File: config.mk
export PLATFORM = sky130hd
export DESIGN_NAME = dmem_access_unit_flat
export DESIGN_NICKNAME = d
export VERILOG_FILES = /design/src/rtl/dmem_access_unit_if.sv /design/src/rtl/dmem_access_unit.sv /design/src/flat_wrapper.sv
export SDC_FILE = /design/constraint.sdc
export NUM_CORES = 1
export LEC_CHECK = 0
export BUFFER_PORTS_ARGS = -buffer_cell sky130_fd_sc_hd__buf_2
export CAP_MARGIN = 0
export CORE_ASPECT_RATIO = 1.75
export CORE_MARGIN = 3
export CORE_UTILIZATION = 47
export DETAILED_ROUTE_END_ITERATION = 8
export GPL_TIMING_DRIVEN = 0
export PLACE_DENSITY = 0.86
export SYNTH_ARGS = -nofsm -noshare
export SYNTH_HDL_FRONTEND = slang
export SYNTH_SLANG_ARGS = --single-unit
File: constraint.sdc
create_clock -name clk -period 2 [get_ports clk]
set_clock_uncertainty 0.2 [all_clocks]
set_input_delay 0 -clock clk [delete_from_list [all_inputs] [get_ports clk]]
set_output_delay 0 -clock clk [all_outputs]
set_load 0.05 [all_outputs]
File: src/rtl/dmem_access_unit_if.sv
// Bus between the M-stage core/data RAM environment and the load/store unit.
// The slave modport is the unit's view; master is the core+RAM side.
interface dmem_access_unit_if;
    logic        req_en;
    logic        req_wr;
    logic [1:0]  req_size;
    logic        req_signed;
    logic [31:0] req_addr;
    logic [31:0] req_wdata;
    logic        stall_o;
    logic        done_o;
    logic [31:0] rdata_o;
    logic        adel_o;
    logic        ades_o;
    logic [31:0] badvaddr_o;
    logic        ram_en;
    logic [3:0]  ram_we;
    logic [31:0] ram_addr;
    logic [31:0] ram_wdata;
    logic [31:0] ram_rdata;

    modport slave (
        input  req_en, req_wr, req_size, req_signed, req_addr, req_wdata, ram_rdata,
        output stall_o, done_o, rdata_o, adel_o, ades_o, badvaddr_o,
               ram_en, ram_we, ram_addr, ram_wdata
    );

    modport master (
        output req_en, req_wr, req_size, req_signed, req_addr, req_wdata, ram_rdata,
        input  stall_o, done_o, rdata_o, adel_o, ades_o, badvaddr_o,
               ram_en, ram_we, ram_addr, ram_wdata
    );
endinterface

File: src/rtl/dmem_access_unit.sv
// Memory-stage load/store unit: aligns requests onto a byte-enabled RAM,
// extends load data, flags misaligned addresses and stalls for RD_LAT cycles.
module dmem_access_unit #(
    parameter int unsigned RD_LAT = 1
) (
    input  logic                  clk,
    input  logic                  rst,
    dmem_access_unit_if.slave     bus
);

    typedef enum logic [1:0] {IDLE, ACCESS, WAIT, DONE} state_e;

    localparam logic [3:0] LAT = 4'(RD_LAT);

    state_e      state_q;
    logic [3:0]  cnt_q;
    logic [1:0]  size_q;
    logic [1:0]  off_q;
    logic        sgn_q;
    logic        wr_q;
    logic        ram_en_q;
    logic [3:0]  ram_we_q;
    logic [31:0] ram_addr_q;
    logic [31:0] ram_wdata_q;
    logic [31:0] rdata_q;
    logic        done_q;

    logic        misaligned;
    logic        accept;
    logic [1:0]  off;
    logic [3:0]  be_d;
    logic [31:0] wdata_d;
    logic [31:0] rdata_d;
    logic [7:0]  rd_byte;
    logic [15:0] rd_half;

    assign off = bus.req_addr[1:0];

    always_comb begin
        misaligned = 1'b0;
        be_d       = 4'b1111;
        wdata_d    = bus.req_wdata;
        case (bus.req_size)
            2'b00: begin
                be_d    = 4'b0001 << off;
                wdata_d = {4{bus.req_wdata[7:0]}};
            end
            2'b01: begin
                misaligned = off[0];
                be_d       = 4'b0011 << off;
                wdata_d    = {2{bus.req_wdata[15:0]}};
            end
            2'b10: misaligned = |off;
            default: misaligned = 1'b1;
        endcase
    end

    assign accept = (state_q == IDLE) && bus.req_en && !misaligned;

    // Extraction uses the offset latched at accept, not the live request.
    assign rd_byte = bus.ram_rdata[{off_q, 3'b000} +: 8];
    assign rd_half = off_q[1] ? bus.ram_rdata[31:16] : bus.ram_rdata[15:0];

    always_comb begin
        case (size_q)
            2'b00:   rdata_d = {{24{sgn_q & rd_byte[7]}}, rd_byte};
            2'b01:   rdata_d = {{16{sgn_q & rd_half[15]}}, rd_half};
            default: rdata_d = bus.ram_rdata;
        endcase
    end

    always_ff @(posedge clk) begin
        if (rst) begin
            state_q     <= IDLE;
            cnt_q       <= '0;
            size_q      <= '0;
            off_q       <= '0;
            sgn_q       <= 1'b0;
            wr_q        <= 1'b0;
            ram_en_q    <= 1'b0;
            ram_we_q    <= '0;
            ram_addr_q  <= '0;
            ram_wdata_q <= '0;
            rdata_q     <= '0;
            done_q      <= 1'b0;
        end else begin
            // Enable and write strobes live for the ACCESS cycle only.
            ram_en_q <= 1'b0;
            ram_we_q <= '0;
            done_q   <= 1'b0;
            case (state_q)
                IDLE: begin
                    if (accept) begin
                        size_q      <= bus.req_size;
                        off_q       <= off;
                        sgn_q       <= bus.req_signed;
                        wr_q        <= bus.req_wr;
                        ram_en_q    <= 1'b1;
                        ram_we_q    <= bus.req_wr ? be_d : 4'b0000;
                        ram_addr_q  <= {bus.req_addr[31:2], 2'b00};
                        ram_wdata_q <= wdata_d;
                        state_q     <= ACCESS;
                    end
                end
                ACCESS: begin
                    if (wr_q) begin
                        done_q  <= 1'b1;
                        state_q <= DONE;
                    end else begin
                        cnt_q   <= LAT;
                        state_q <= WAIT;
                    end
                end
                WAIT: begin
                    cnt_q <= cnt_q - 4'd1;
                    if (cnt_q == 4'd1) begin
                        rdata_q <= rdata_d;
                        done_q  <= 1'b1;
                        state_q <= DONE;
                    end
                end
                DONE: state_q <= IDLE;
                default: state_q <= IDLE;
            endcase
        end
    end

    assign bus.stall_o    = accept || (state_q == ACCESS) || (state_q == WAIT);
    assign bus.done_o     = done_q;
    assign bus.rdata_o    = rdata_q;
    assign bus.adel_o     = (state_q == IDLE) && bus.req_en && misaligned && !bus.req_wr;
    assign bus.ades_o     = (state_q == IDLE) && bus.req_en && misaligned && bus.req_wr;
    assign bus.badvaddr_o = bus.req_addr;
    assign bus.ram_en     = ram_en_q;
    assign bus.ram_we     = ram_we_q;
    assign bus.ram_addr   = ram_addr_q;
    assign bus.ram_wdata  = ram_wdata_q;

endmodule

File: src/flat_wrapper.sv
// flat-port wrapper written by rule: the top's interface ports become plain ports
module dmem_access_unit_flat 
#(
    parameter int unsigned RD_LAT = 1
)
  (clk, rst, bus_req_en, bus_req_wr, bus_req_size, bus_req_signed, bus_req_addr, bus_req_wdata, bus_ram_rdata, bus_stall_o, bus_done_o, bus_rdata_o, bus_adel_o, bus_ades_o, bus_badvaddr_o, bus_ram_en, bus_ram_we, bus_ram_addr, bus_ram_wdata);
  dmem_access_unit_if bus_i ();
  input  logic clk;
  input  logic rst;
  input wire logic [$bits(bus_i.req_en)-1:0] bus_req_en;
  input wire logic [$bits(bus_i.req_wr)-1:0] bus_req_wr;
  input wire logic [$bits(bus_i.req_size)-1:0] bus_req_size;
  input wire logic [$bits(bus_i.req_signed)-1:0] bus_req_signed;
  input wire logic [$bits(bus_i.req_addr)-1:0] bus_req_addr;
  input wire logic [$bits(bus_i.req_wdata)-1:0] bus_req_wdata;
  input wire logic [$bits(bus_i.ram_rdata)-1:0] bus_ram_rdata;
  output wire logic [$bits(bus_i.stall_o)-1:0] bus_stall_o;
  output wire logic [$bits(bus_i.done_o)-1:0] bus_done_o;
  output wire logic [$bits(bus_i.rdata_o)-1:0] bus_rdata_o;
  output wire logic [$bits(bus_i.adel_o)-1:0] bus_adel_o;
  output wire logic [$bits(bus_i.ades_o)-1:0] bus_ades_o;
  output wire logic [$bits(bus_i.badvaddr_o)-1:0] bus_badvaddr_o;
  output wire logic [$bits(bus_i.ram_en)-1:0] bus_ram_en;
  output wire logic [$bits(bus_i.ram_we)-1:0] bus_ram_we;
  output wire logic [$bits(bus_i.ram_addr)-1:0] bus_ram_addr;
  output wire logic [$bits(bus_i.ram_wdata)-1:0] bus_ram_wdata;
  assign bus_i.req_en = bus_req_en;
  assign bus_i.req_wr = bus_req_wr;
  assign bus_i.req_size = bus_req_size;
  assign bus_i.req_signed = bus_req_signed;
  assign bus_i.req_addr = bus_req_addr;
  assign bus_i.req_wdata = bus_req_wdata;
  assign bus_i.ram_rdata = bus_ram_rdata;
  assign bus_stall_o = bus_i.stall_o;
  assign bus_done_o = bus_i.done_o;
  assign bus_rdata_o = bus_i.rdata_o;
  assign bus_adel_o = bus_i.adel_o;
  assign bus_ades_o = bus_i.ades_o;
  assign bus_badvaddr_o = bus_i.badvaddr_o;
  assign bus_ram_en = bus_i.ram_en;
  assign bus_ram_we = bus_i.ram_we;
  assign bus_ram_addr = bus_i.ram_addr;
  assign bus_ram_wdata = bus_i.ram_wdata;
  dmem_access_unit #(.RD_LAT(RD_LAT)) u_core (.clk(clk), .rst(rst), .bus(bus_i));
endmodule
==> metrics.md, run 1 <==
| Metric | Value |
|---|---|
| Avg WL per Cell | `19.8 µm` |
| Source-to-sink clock delay at the later pin of the worst-skew pair | `roughly 0.35 ns` |
| Leftover overflow at the end of global routing | `0` |
| Leak pwr | `3.65 nW` |
| Post-DRT Antenna Nets | `0` |
| Area of the die | `0.0123 mm²` |
| Area occupied by registers | `0.00225 mm²` |
| Count of state elements after synthesis | `approximately 110` |
| Slowest library cell on the worst path | `sky130_fd_sc_hd__a222oi_1` |
| Cell area after synthesis | `0.00515 mm²` |
| Layout Cell Area excl Fill | `0.00791 mm²` |
| Height of the die | `roughly 140 µm` |
| Peak clock frequency supported by timing | `507 MHz` |
| Detail Placement HPWL | `13200 µm` |
| Max stage delay on crit path | `about 0.55 ns` |
| Clock input transition at the sequential cells of the worst setup and hold paths | `0.08 ns` |
| Total Nets Final | `1094` |
| Setup repair after global routing missed its margin | `yes` |
| Sequential element share of the synthesized area | `0.435` |
| Share of total power in the clock network | `0.230` |
| Core area | `0.0107 mm²` |
| Post-synth top flop | `sky130_fd_sc_hd__dfxtp_1` |
| Via count of the first global-routing pass | `6617` |
| Final antenna diode count | `0` |
| Worst max-slew margin expressed relative to the limit | `0.609` |
| Power dissipated by switching net loads | `0.00337 W` |
| Global-route wire length before repair | `roughly 34000 µm` |
| # port buffers | `237` |
| Required arrival time at the worst endpoint | `2.02 ns` |
| Number of DRC markers after the initial detailed-route iteration | `452` |
| Placed Cells | `between 1k and 1.5k` |
| Die Width | `between 80 and 90 µm` |
| Most common library cell in the layout ignoring fill and taps | `sky130_fd_sc_hd__buf_2` |
| Maximum number of pins on one net before global-route repair | `20` |
| Vias per cell | `5.82` |
| Delay-heaviest family, CP | `compound AO/OA/AOI/OAI gates` |
| Clock tree from TritonCTS | `built` |
| Cell Count, Final, Fillers Out | `1120` |
| Syn avg cell area | `8.09 µm²` |
| Number of clock sinks | `112` |
| Final hold vios | `0` |
| Share of cells above drive strength 1 | `0.342` |
| Max-cap violations | `0` |
| GRT Overall Usage | `0.347` |
| Antenna violations before repair | `0` |
| # fillers | `686` |
| Critical path buffer and inverter count | `1` |
| TritonCTS buffer count | `9` |
| # setup viols final | `0` |
| Path type of the worst min-delay path | `input port to flop` |
| Internal power summed over all cells | `0.00452 W` |
| Area overhead of the layout relative to synthesis | `53.4%` |
| Crit-path cells | `clkbuf_1 > o21ai_0 > a222oi_1 > a21oi_1` |
| Kind of launch point of the worst setup path | `flop` |
| CTS H-Tree Depth | `3` |
| Most frequent cells in the layout | `sky130_fd_sc_hd__buf_2, sky130_fd_sc_hd__nand2_1, sky130_fd_sc_hd__dfxtp_1` |
| Post-Syn Instances | `637` |
| FP Rows | `50` |
| Combinational share of power | `0.427` |
| Post-synth EDFFs | `0` |
| Total via count in the routed design | `6519` |
| Library cell used as clock root buffer | `sky130_fd_sc_hd__clkbuf_16` |
| Sequential group share of total power | `0.344` |
| Post-DP Area | `0.00651 mm²` |
| Fraction of synthesis flops using an asynchronous set or reset pin | `0` |
| Highest fanout seen on the critical path | `10` |
| Total Negative Setup Slacks | `0 ns` |
| Count of cell types in the netlist | `48` |
| Drt pass-1 iters | `5` |
| Largest vdd supply drop | `765 µV` |
| Number of slew-limit violations in the final report | `0` |
| Final period utilization | `0.987` |
| Post-layout power | `around 0.008 W` |
| Run status | `completed` |
| Min Clock Period, post-route | `just under 2 ns` |
| Transition at the pin with the smallest max-transition slack | `about 0.58 ns` |
| Starting utilization of the core area | `0.482` |
| Footprint of the multi-input gates | `0.00242 mm²` |
| Classification of the worst setup path | `flop to flop` |
| Number of buffers on the longest clock path | `2` |
| Utilization after layout | `0.739` |
| Remaining DRCs | `0` |
| YS warnings | `0` |
| Final wirelength | `roughly 22000 µm` |
| Net switching fraction of the power | `0.427` |
| Endpoint type of the worst setup path | `flop` |
| Placer congestion estimate | `0.935` |
| Number of top-level pins | `240` |
| Critical Path AT | `1.99 ns` |
| PD cells | `about 1000 mW/mm²` |
## power by group through the flow
stage	combinational, W	sequential [W]	clock, W
floorplan	0.00134	0.00352	0
global placement	0.00286	0.00272	0
detailed placement	0.00290	0.00273	0
CTS	0.00322	0.00268	0.00181
global route	0.00355	0.00274	0.00190
finish	0.00336	0.00271	0.00181
## cells in the mapped netlist, types with 9 or more instances
| master | number | area, µm² |
|---|---|---|
| sky130_fd_sc_hd__nand2_1 | 154 | 578 |
| sky130_fd_sc_hd__o211ai_1 | 9 | 67.6 |
| sky130_fd_sc_hd__o22ai_1 | 9 | 56.3 |
| sky130_fd_sc_hd__inv_1 | 17 | 63.8 |
| sky130_fd_sc_hd__clkbuf_1 | 20 | 75.1 |
| sky130_fd_sc_hd__a211oi_1 | 10 | 75.1 |
| sky130_fd_sc_hd__a21oi_1 | 91 | 455 |
| sky130_fd_sc_hd__o21ai_0 | 44 | 220 |
| sky130_fd_sc_hd__nor2_1 | 24 | 90.1 |
| sky130_fd_sc_hd__dfxtp_1 | 112 | 2240 |
| sky130_fd_sc_hd__buf_4 | 36 | 270 |
| sky130_fd_sc_hd__buf_2 | 15 | 75.1 |
| sky130_fd_sc_hd__mux2i_1 | 19 | 190 |
## timing repair
action / in CTS / in global routing
gates resized for setup: 21 / 20
pin swaps: 0 / 1
setup buffers: 2 / 0
hold endpoints to repair: 104 / 0
setup endpoints to repair: 31 / 35
hold buffers: 101 / 0
## sequential cells by signal, summed over array words and instances (netlist names)
| signal | cells |
|---|---|
| u_core.state_q | 2 |
| u_core.bus.ram_wdata | 32 |
| u_core.bus.ram_we | 4 |
| u_core.bus.ram_en | 1 |
| u_core.bus.rdata_o | 32 |
| u_core.cnt_q | 4 |
| u_core.wr_q | 1 |
| u_core.size_q | 2 |
| u_core.off_q | 2 |
| u_core.bus.ram_addr | 30 |
| u_core.bus.done_o | 1 |
| u_core.sgn_q | 1 |
## final cells by class
type / count / share of cell area
Buffer: 76 / 0.0625
Clock buffer: 10 / 0.0302
Clock inverter: 6 / 0.00664
Inverter: 18 / 0.00886
Multi-Input combinational cell: 428 / 0.305
Sequential cell: 112 / 0.284
Tap cell: 130 / 0.0206
Timing Repair Buffer: 340 / 0.282
## cells by family after synthesis
logic type,Yosys count,synth area share
and+or+nand+nor,201,0.161
AOI/OAI and AO/OA,199,0.236
DFF,112,0.435
buffers and inverters,98,0.111
muxes,20,0.0413
adders and majority gates,6,0.0146
other,1,0.000727
## per-layer routing
layer,up-vias,track usage,wire length [µm]
li1,2859,-,-
met1,2972,0.364,7280
met2,551,0.617,11300
met3,137,0.0696,2090
met4,0,0.230,1470
met5,-,0,0
## path summary, 6_finish.rpt
path | slack, ns | start | end | depth (start not counted)
setup / recovery | 0.03 | u_core.off_q[1] | u_core.bus.rdata_o[2] | 4
hold / removal | 0.05 | bus_req_size[1] | u_core.bus.ram_wdata[9] | 4
setup reg to reg | 0.03 | u_core.off_q[1] | u_core.bus.rdata_o[2] | 4
hold reg to reg | 0.25 | u_core.bus.rdata_o[11] | u_core.bus.rdata_o[11] | 2
## worst min-delay path, stage by stage
cell	delay [ns]
sky130_fd_sc_hd__buf_2	0.11
sky130_fd_sc_hd__buf_2	0.18
sky130_fd_sc_hd__o21ai_0	0.17
sky130_fd_sc_hd__a311oi_1	0.09
## metrics by stage
step | hold slack, ns | worst slack, ns
floorplan | -0.0640 | 0.136
global placement | 0.0431 | -0.0722
CTS | 0.0124 | 0.0000763
global route | 0.0528 | -0.00287
finish | 0.0499 | 0.0264
detailed placement | 0.0558 | -0.152
No activity file was read; power rests on OpenSTA's default activity.
==> inputs of run 2 (changes only) <==
--- a/config.mk
+++ b/config.mk
@@ -9,10 +9,11 @@
 export CAP_MARGIN = 0
 export CORE_ASPECT_RATIO = 1.75
 export CORE_MARGIN = 3
-export CORE_UTILIZATION = 47
+export CORE_UTILIZATION = 25
 export DETAILED_ROUTE_END_ITERATION = 8
 export GPL_TIMING_DRIVEN = 0
-export PLACE_DENSITY = 0.86
+export PLACE_DENSITY = 0.53
+export SLEW_MARGIN = 40
 export SYNTH_ARGS = -nofsm -noshare
 export SYNTH_HDL_FRONTEND = slang
 export SYNTH_SLANG_ARGS = --single-unit
==> metrics.md, run 2 (synthesized netlist as in run 1, its figures left out) <==
| Metric | Value |
|---|---|
| Run status | `complete, but fails checks` |
| Violations in the final reports | `negative setup slack` |
| Setup repair after global routing missed its margin | `yes` |
| Area of the die | `between 0.02 and 0.025 mm²` |
| Net switching fraction of the power | `0.403` |
| Most frequent cells in the layout | `sky130_fd_sc_hd__buf_2, sky130_fd_sc_hd__nand2_1, sky130_fd_sc_hd__dfxtp_1` |
| Number of buffers on the longest clock path | `2` |
| Post-layout power | `0.00814 W` |
| Transition at the pin with the smallest max-transition slack | `around 0.68 ns` |
| Power dissipated by switching net loads | `0.00328 W` |
| Reg2Reg Launch Point | `u_core.size_q[1]` |
| PD cells | `996 mW/mm²` |
| Total via count in the routed design | `approximately 5.8k` |
| Avg WL per Cell | `16.4 µm` |
| Leak pwr | `around 3.7 nW` |
| Share of cells above drive strength 1 | `0.347` |
| Sequential group share of total power | `0.330` |
| Number of clock sinks | `~110` |
| Peak clock frequency supported by timing | `about 500 MHz` |
| Starting utilization of the core area | `0.258` |
| Global-route wire length before repair | `between 30000 and 40000 µm` |
| WHS | `0.0349 ns` |
| Worst reg-to-reg setup slack | `0.10 ns` |
| Final hold vios | `0` |
| TritonCTS buffer count | `9` |
| Most common library cell in the layout ignoring fill and taps | `sky130_fd_sc_hd__buf_2` |
| Combinational share of power | `0.424` |
| Footprint of the multi-input gates | `0.00242 mm²` |
| Crit path launch | `u_core.state_q[1]` |
| # setup viols final | `1` |
| Core area | `0.0200 mm²` |
| Antenna violations before repair | `1` |
| Capturing point of the worst reg2reg path | `u_core.bus.rdata_o[2]` |
| Final wirelength | `20400 µm` |
| Path type of the worst min-delay path | `input port to flop` |
| Die Width | `115 µm` |
| Max-cap violations | `0` |
| FP Rows | `68` |
| Height of the die | `196 µm` |
| Number of DRC markers after the initial detailed-route iteration | `328` |
| Maximum number of pins on one net before global-route repair | `18` |
| Required arrival time at the worst endpoint | `1.80 ns` |
| Register-to-Register Path Depth | `4` |
| Detail Placement HPWL | `15000 µm` |
| Post-DRT Antenna Nets | `0` |
| Critical Path AT | `1.82 ns` |
| Number of slew-limit violations in the final report | `0` |
| Kind of launch point of the worst setup path | `flop` |
| Number of top-level pins | `240` |
| # port buffers | `237` |
| Area overhead of the layout relative to synthesis | `58.6%` |
| Total Nets Final | `1104` |
| Largest vdd supply drop | `467 µV` |
| Classification of the worst setup path | `flop to output port` |
| Source-to-sink clock delay at the later pin of the worst-skew pair | `0.36 ns` |
| CTS H-Tree Depth | `3` |
| Area occupied by registers | `0.00225 mm²` |
| Remaining DRCs | `0` |
| Via count of the first global-routing pass | `5743` |
| Internal power summed over all cells | `around 0.0049 W` |
| GRT Overall Usage | `0.175` |
| Drt pass-1 iters | `5` |
| Vias per cell | `between 4 and 5` |
| Setup crit end | `bus_stall_o` |
| Share of total power in the clock network | `0.246` |
| Clock input transition at the sequential cells of the worst setup and hold paths | `about 0.08 ns` |
| Final period utilization | `1.01` |
| Endpoint type of the worst setup path | `output port` |
| Min Clock Period, post-route | `2.02 ns` |
| Total Negative Setup Slacks | `-0.0196 ns` |
| Clock tree from TritonCTS | `built` |
| Worst max-slew margin expressed relative to the limit | `0.548` |
| # fillers | `slightly above 2k` |
| Library cell used as clock root buffer | `sky130_fd_sc_hd__clkbuf_16` |
| Minimum setup slack in the final design | `-0.0196 ns` |
| Highest fanout seen on the critical path | `7` |
| Placer congestion estimate | `0.874` |
| Leftover overflow at the end of global routing | `0` |
-- run 2: worst min path at each step --
stage,endpoint,cells past startpoint,start
final,u_core.bus.ram_wdata[14],4,bus_req_size[1]
after global routing,u_core.bus.ram_wdata[14],4,bus_req_size[1]
after CTS,u_core.bus.ram_wdata[8],4,bus_req_size[1]
after detailed placement,u_core.sgn_q,3,bus_req_signed
after global placement,u_core.sgn_q,3,bus_req_signed
after floorplan,u_core.wr_q,2,bus_req_wr
-- run 2: power groups by stage --
stage / Clock (W) / Combinational (W) / Sequential, W
2_1_floorplan: 0 / 0.00134 / 0.00352
3_3_place_gp: 0 / 0.00297 / 0.00273
3_5_place_dp: 0 / 0.00298 / 0.00273
4_1_cts: 0.00208 / 0.00331 / 0.00268
5_1_grt: 0.00215 / 0.00368 / 0.00272
6_report: 0.00201 / 0.00345 / 0.00269
-- run 2: stage by stage --
step / std cells / utilization / instance area, µm² / setup WS (ns)
finish: 1245 / 0.409 / 8180 / -0.0196
global route: 1245 / 0.409 / 8180 / -0.0742
CTS: 1236 / 0.403 / 8050 / -0.0575
detailed placement: 1120 / 0.333 / 6650 / -0.193
global placement: 1120 / 0.333 / 6650 / -0.171
floorplan: 638 / - / 5160 / 0.136
-- run 2: what timing repair did --
item	4_1_cts	5_1_grt
hold buffers	101	0
endpoints found under the setup margin	58	35
cloned	0	0
endpoints found under the hold margin	104	0
buffers inserted	2	9
gates resized for setup	22	24
pin swaps	1	5
-- run 2: metal layers --
layer / track usage / part of all wire
met4: 0.0929 / 0.042
met3: 0.0340 / 0.056
met2: 0.325 / 0.54
met1: 0.181 / 0.36
met5: 0 / 0
-- run 2: layout make-up --
type / instances / share of cell area
clock inverter: 4 / 0.00949
inverter: 18 / 0.00857
timing repair buffer: 349 / 0.281
clock buffer: 11 / 0.0297
tap: 245 / 0.0375
buffer: 77 / 0.0629
sequential: 112 / 0.275
multi-input combinational: 428 / 0.296
antenna: 1 / 0.000306
-- run 2: critical path, stage by stage, from the launching register on --
cell and delay [ns]:
sky130_fd_sc_hd__dfxtp_2 0.35, sky130_fd_sc_hd__inv_2 0.06, sky130_fd_sc_hd__ha_4 0.17, sky130_fd_sc_hd__nand2_4 0.06, sky130_fd_sc_hd__o21ba_4 0.15, sky130_fd_sc_hd__buf_8 0.13, sky130_fd_sc_hd__or3_4 0.37, sky130_fd_sc_hd__buf_12 0.16
==> inputs of run 3 (changes only) <==
--- a/config.mk
+++ b/config.mk
@@ -9,10 +9,10 @@
 export CAP_MARGIN = 0
 export CORE_ASPECT_RATIO = 1.75
 export CORE_MARGIN = 3
-export CORE_UTILIZATION = 25
+export CORE_UTILIZATION = 38
 export DETAILED_ROUTE_END_ITERATION = 8
-export GPL_TIMING_DRIVEN = 0
-export PLACE_DENSITY = 0.53
+export MAX_ROUTING_LAYER = met4
+export PLACE_DENSITY = 0.72
 export SLEW_MARGIN = 40
 export SYNTH_ARGS = -nofsm -noshare
 export SYNTH_HDL_FRONTEND = slang
==> metrics.md, run 3 (synthesized netlist as in run 1, its figures left out) <==
| Metric | Value |
|---|---|
| Run status | `completed` |
| Clock input transition at the sequential cells of the worst setup and hold paths | `0.08 ns` |
| Power dissipated by switching net loads | `0.00314 W` |
| # port buffers | `roughly 240` |
| Share of total power in the clock network | `0.237` |
| Total via count in the routed design | `5675` |
| Worst reg-to-reg setup slack | `roughly 0.17 ns` |
| Most common library cell in the layout ignoring fill and taps | `sky130_fd_sc_hd__buf_2` |
| Register-to-Register Path Depth | `4` |
| Final antenna diode count | `0` |
| Cell Count, Final, Fillers Out | `1110` |
| Starting utilization of the core area | `0.394` |
| Worst Min Path Start | `bus_req_addr[31]` |
| Core area | `roughly 0.013 mm²` |
| Total Negative Setup Slacks | `0 ns` |
| Number of slew-limit violations in the final report | `0` |
| Largest vdd supply drop | `451 µV` |
| Most frequent cells in the layout | `sky130_fd_sc_hd__buf_2, sky130_fd_sc_hd__nand2_1, sky130_fd_sc_hd__dfxtp_1` |
| Reg2Reg Launch Point | `u_core.size_q[0]` |
| Post-DRT Antenna Nets | `0` |
| WHS | `about 0.24 ns` |
| Worst max-slew margin expressed relative to the limit | `0.577` |
| Drt pass-1 iters | `7` |
| Number of DRC markers after the initial detailed-route iteration | `around 270` |
| Layout Cell Area excl Fill | `between 0.007 and 0.008 mm²` |
| Maximum number of pins on one net before global-route repair | `76` |
| Area of the die | `0.0151 mm²` |
| TritonCTS buffer count | `9` |
| Classification of the worst setup path | `flop to output port` |
| PD cells | `989 mW/mm²` |
| Via count of the first global-routing pass | `5642` |
| Required arrival time at the worst endpoint | `around 1.8 ns` |
| Min Clock Period, post-route | `1.95 ns` |
| Library cell used as clock root buffer | `sky130_fd_sc_hd__clkbuf_16` |
| Path type of the worst min-delay path | `input port to flop` |
| Die Width | `94.0 µm` |
| Final hold vios | `0` |
| Max-cap violations | `0` |
| Area overhead of the layout relative to synthesis | `49.3%` |
| Leak pwr | `3.48 nW` |
| Total Nets Final | `roughly 1.0k` |
| Hold endpoint | `u_core.bus.ram_addr[31]` |
| Kind of launch point of the worst setup path | `flop` |
| Post-DP Area | `0.00632 mm²` |
| Placed Cells | `990` |
| Remaining DRCs | `0` |
| Global-route wire length before repair | `27700 µm` |
| Share of cells above drive strength 1 | `0.317` |
| Number of clock sinks | `between 100 and 150` |
| Number of buffers on the longest clock path | `2` |
| Critical Path AT | `1.75 ns` |
| Highest fanout seen on the critical path | `4` |
| Endpoint type of the worst setup path | `output port` |
| Final period utilization | `0.973` |
| Sequential group share of total power | `0.352` |
| Height of the die | `160 µm` |
| Placer congestion estimate | `0.836` |
| Source-to-sink clock delay at the later pin of the worst-skew pair | `0.35 ns` |
| Peak clock frequency supported by timing | `roughly 510 MHz` |
| Capturing point of the worst reg2reg path | `u_core.bus.rdata_o[2]` |
| Setup repair after global routing missed its margin | `yes` |
| # setup viols final | `0` |
| GRT Overall Usage | `0.234` |
| Detail Placement HPWL | `11600 µm` |
| Antenna violations before repair | `0` |
| Internal power summed over all cells | `0.00447 W` |
| Leftover overflow at the end of global routing | `0` |
| Number of top-level pins | `240` |
| Transition at the pin with the smallest max-transition slack | `0.634 ns` |
| Utilization after layout | `0.589` |
| Number of instances on the worst hold path | `4` |
| Combinational share of power | `0.411` |
| Clock tree from TritonCTS | `built` |
| Vias per cell | `5.11` |
| Final wirelength | `17500 µm` |
| Net switching fraction of the power | `0.413` |
| CTS H-Tree Depth | `3` |
| Avg WL per Cell | `15.8 µm` |
| FP Rows | `55` |
==> run 3: cell types whose count changed in the layout (fill, tap and decap cells not counted), moves of 3 or more <==
| cell | change |
|---|---|
| sky130_fd_sc_hd__buf_12 | +5 |
| sky130_fd_sc_hd__clkbuf_4 | -3 |
| sky130_fd_sc_hd__buf_2 | -12 |
| sky130_fd_sc_hd__buf_4 | -30 |
| sky130_fd_sc_hd__clkbuf_1 | -14 |
| sky130_fd_sc_hd__clkbuf_2 | -3 |
| sky130_fd_sc_hd__buf_6 | -3 |
==> run 3: timing repair <==
| action | CTS | global route |
|---|---|---|
| gates resized for setup | 9 | 6 |
| buffers inserted | 0 | 2 |
| setup endpoints to repair | 3 | 20 |
| hold buffers | 102 | 0 |
| endpoints found under the hold margin | 110 | 0 |
==> run 3: worst max path at each step <==
stage	start	slack, ns	end	cells after the start
after floorplan	u_core.state_q[0]	0.14	bus_stall_o	7
after global placement	u_core.cnt_q[1]	0.13	u_core.bus.rdata_o[16]	7
after detailed placement	u_core.state_q[0]	0.08	u_core.bus.ram_wdata[8]	7
after CTS	u_core.state_q[0]	0.02	bus_stall_o	6
after global routing	u_core.state_q[1]	-0.002	bus_adel_o	6
final	u_core.state_q[1]	0.05	bus_adel_o	6
==> run 3: layer usage <==
metal / GRT usage / vias to the layer above / share of wire
met3: 0.0391 / 38 / 0.066
met4: 0.0947 / 0 / 0.034
met5: - / - / 0
li1: - / 2759 / -
met2: 0.419 / 269 / 0.54
met1: 0.250 / 2609 / 0.36
==> run 3: area by class of cell <==
type                            instances  area (µm²)
Clock buffer                           10         239
Clock inverter                          6        56.3
Fill cell                            1186        5380
Inverter                               18        67.6
Multi-Input combinational cell        428        2380
Sequential cell                       112        2240
Tap cell                              171         214
Timing Repair Buffer                  365        2500
==> run 3: power by group through the flow <==
stage	Combinational (W)	Clock, W	Sequential (W)
5_1_grt	0.00335	0.00192	0.00271
6_report	0.00313	0.00180	0.00268
2_1_floorplan	0.00134	0	0.00352
4_1_cts	0.00309	0.00185	0.00267
3_5_place_dp	0.00287	0	0.00272
3_3_place_gp	0.00285	0	0.00271
==> run 3: metrics by stage <==
| step | worst slack, ns | power, W |
|---|---|---|
| 2_1_floorplan | 0.136 | 0.00486 |
| 3_3_place_gp | 0.129 | 0.00556 |
| 3_5_place_dp | 0.0840 | 0.00559 |
| 5_1_grt | -0.00187 | 0.00798 |
| 4_1_cts | 0.0233 | 0.00761 |
| 6_report | 0.0544 | 0.00761 |
==> run 3: critical path, stage by stage (launching register included) <==
cell	delay, ns
sky130_fd_sc_hd__dfxtp_2	0.34
sky130_fd_sc_hd__inv_1	0.10
sky130_fd_sc_hd__ha_2	0.21
sky130_fd_sc_hd__nand2_2	0.07
sky130_fd_sc_hd__or3_1	0.37
sky130_fd_sc_hd__nor2_1	0.14
sky130_fd_sc_hd__buf_6	0.17
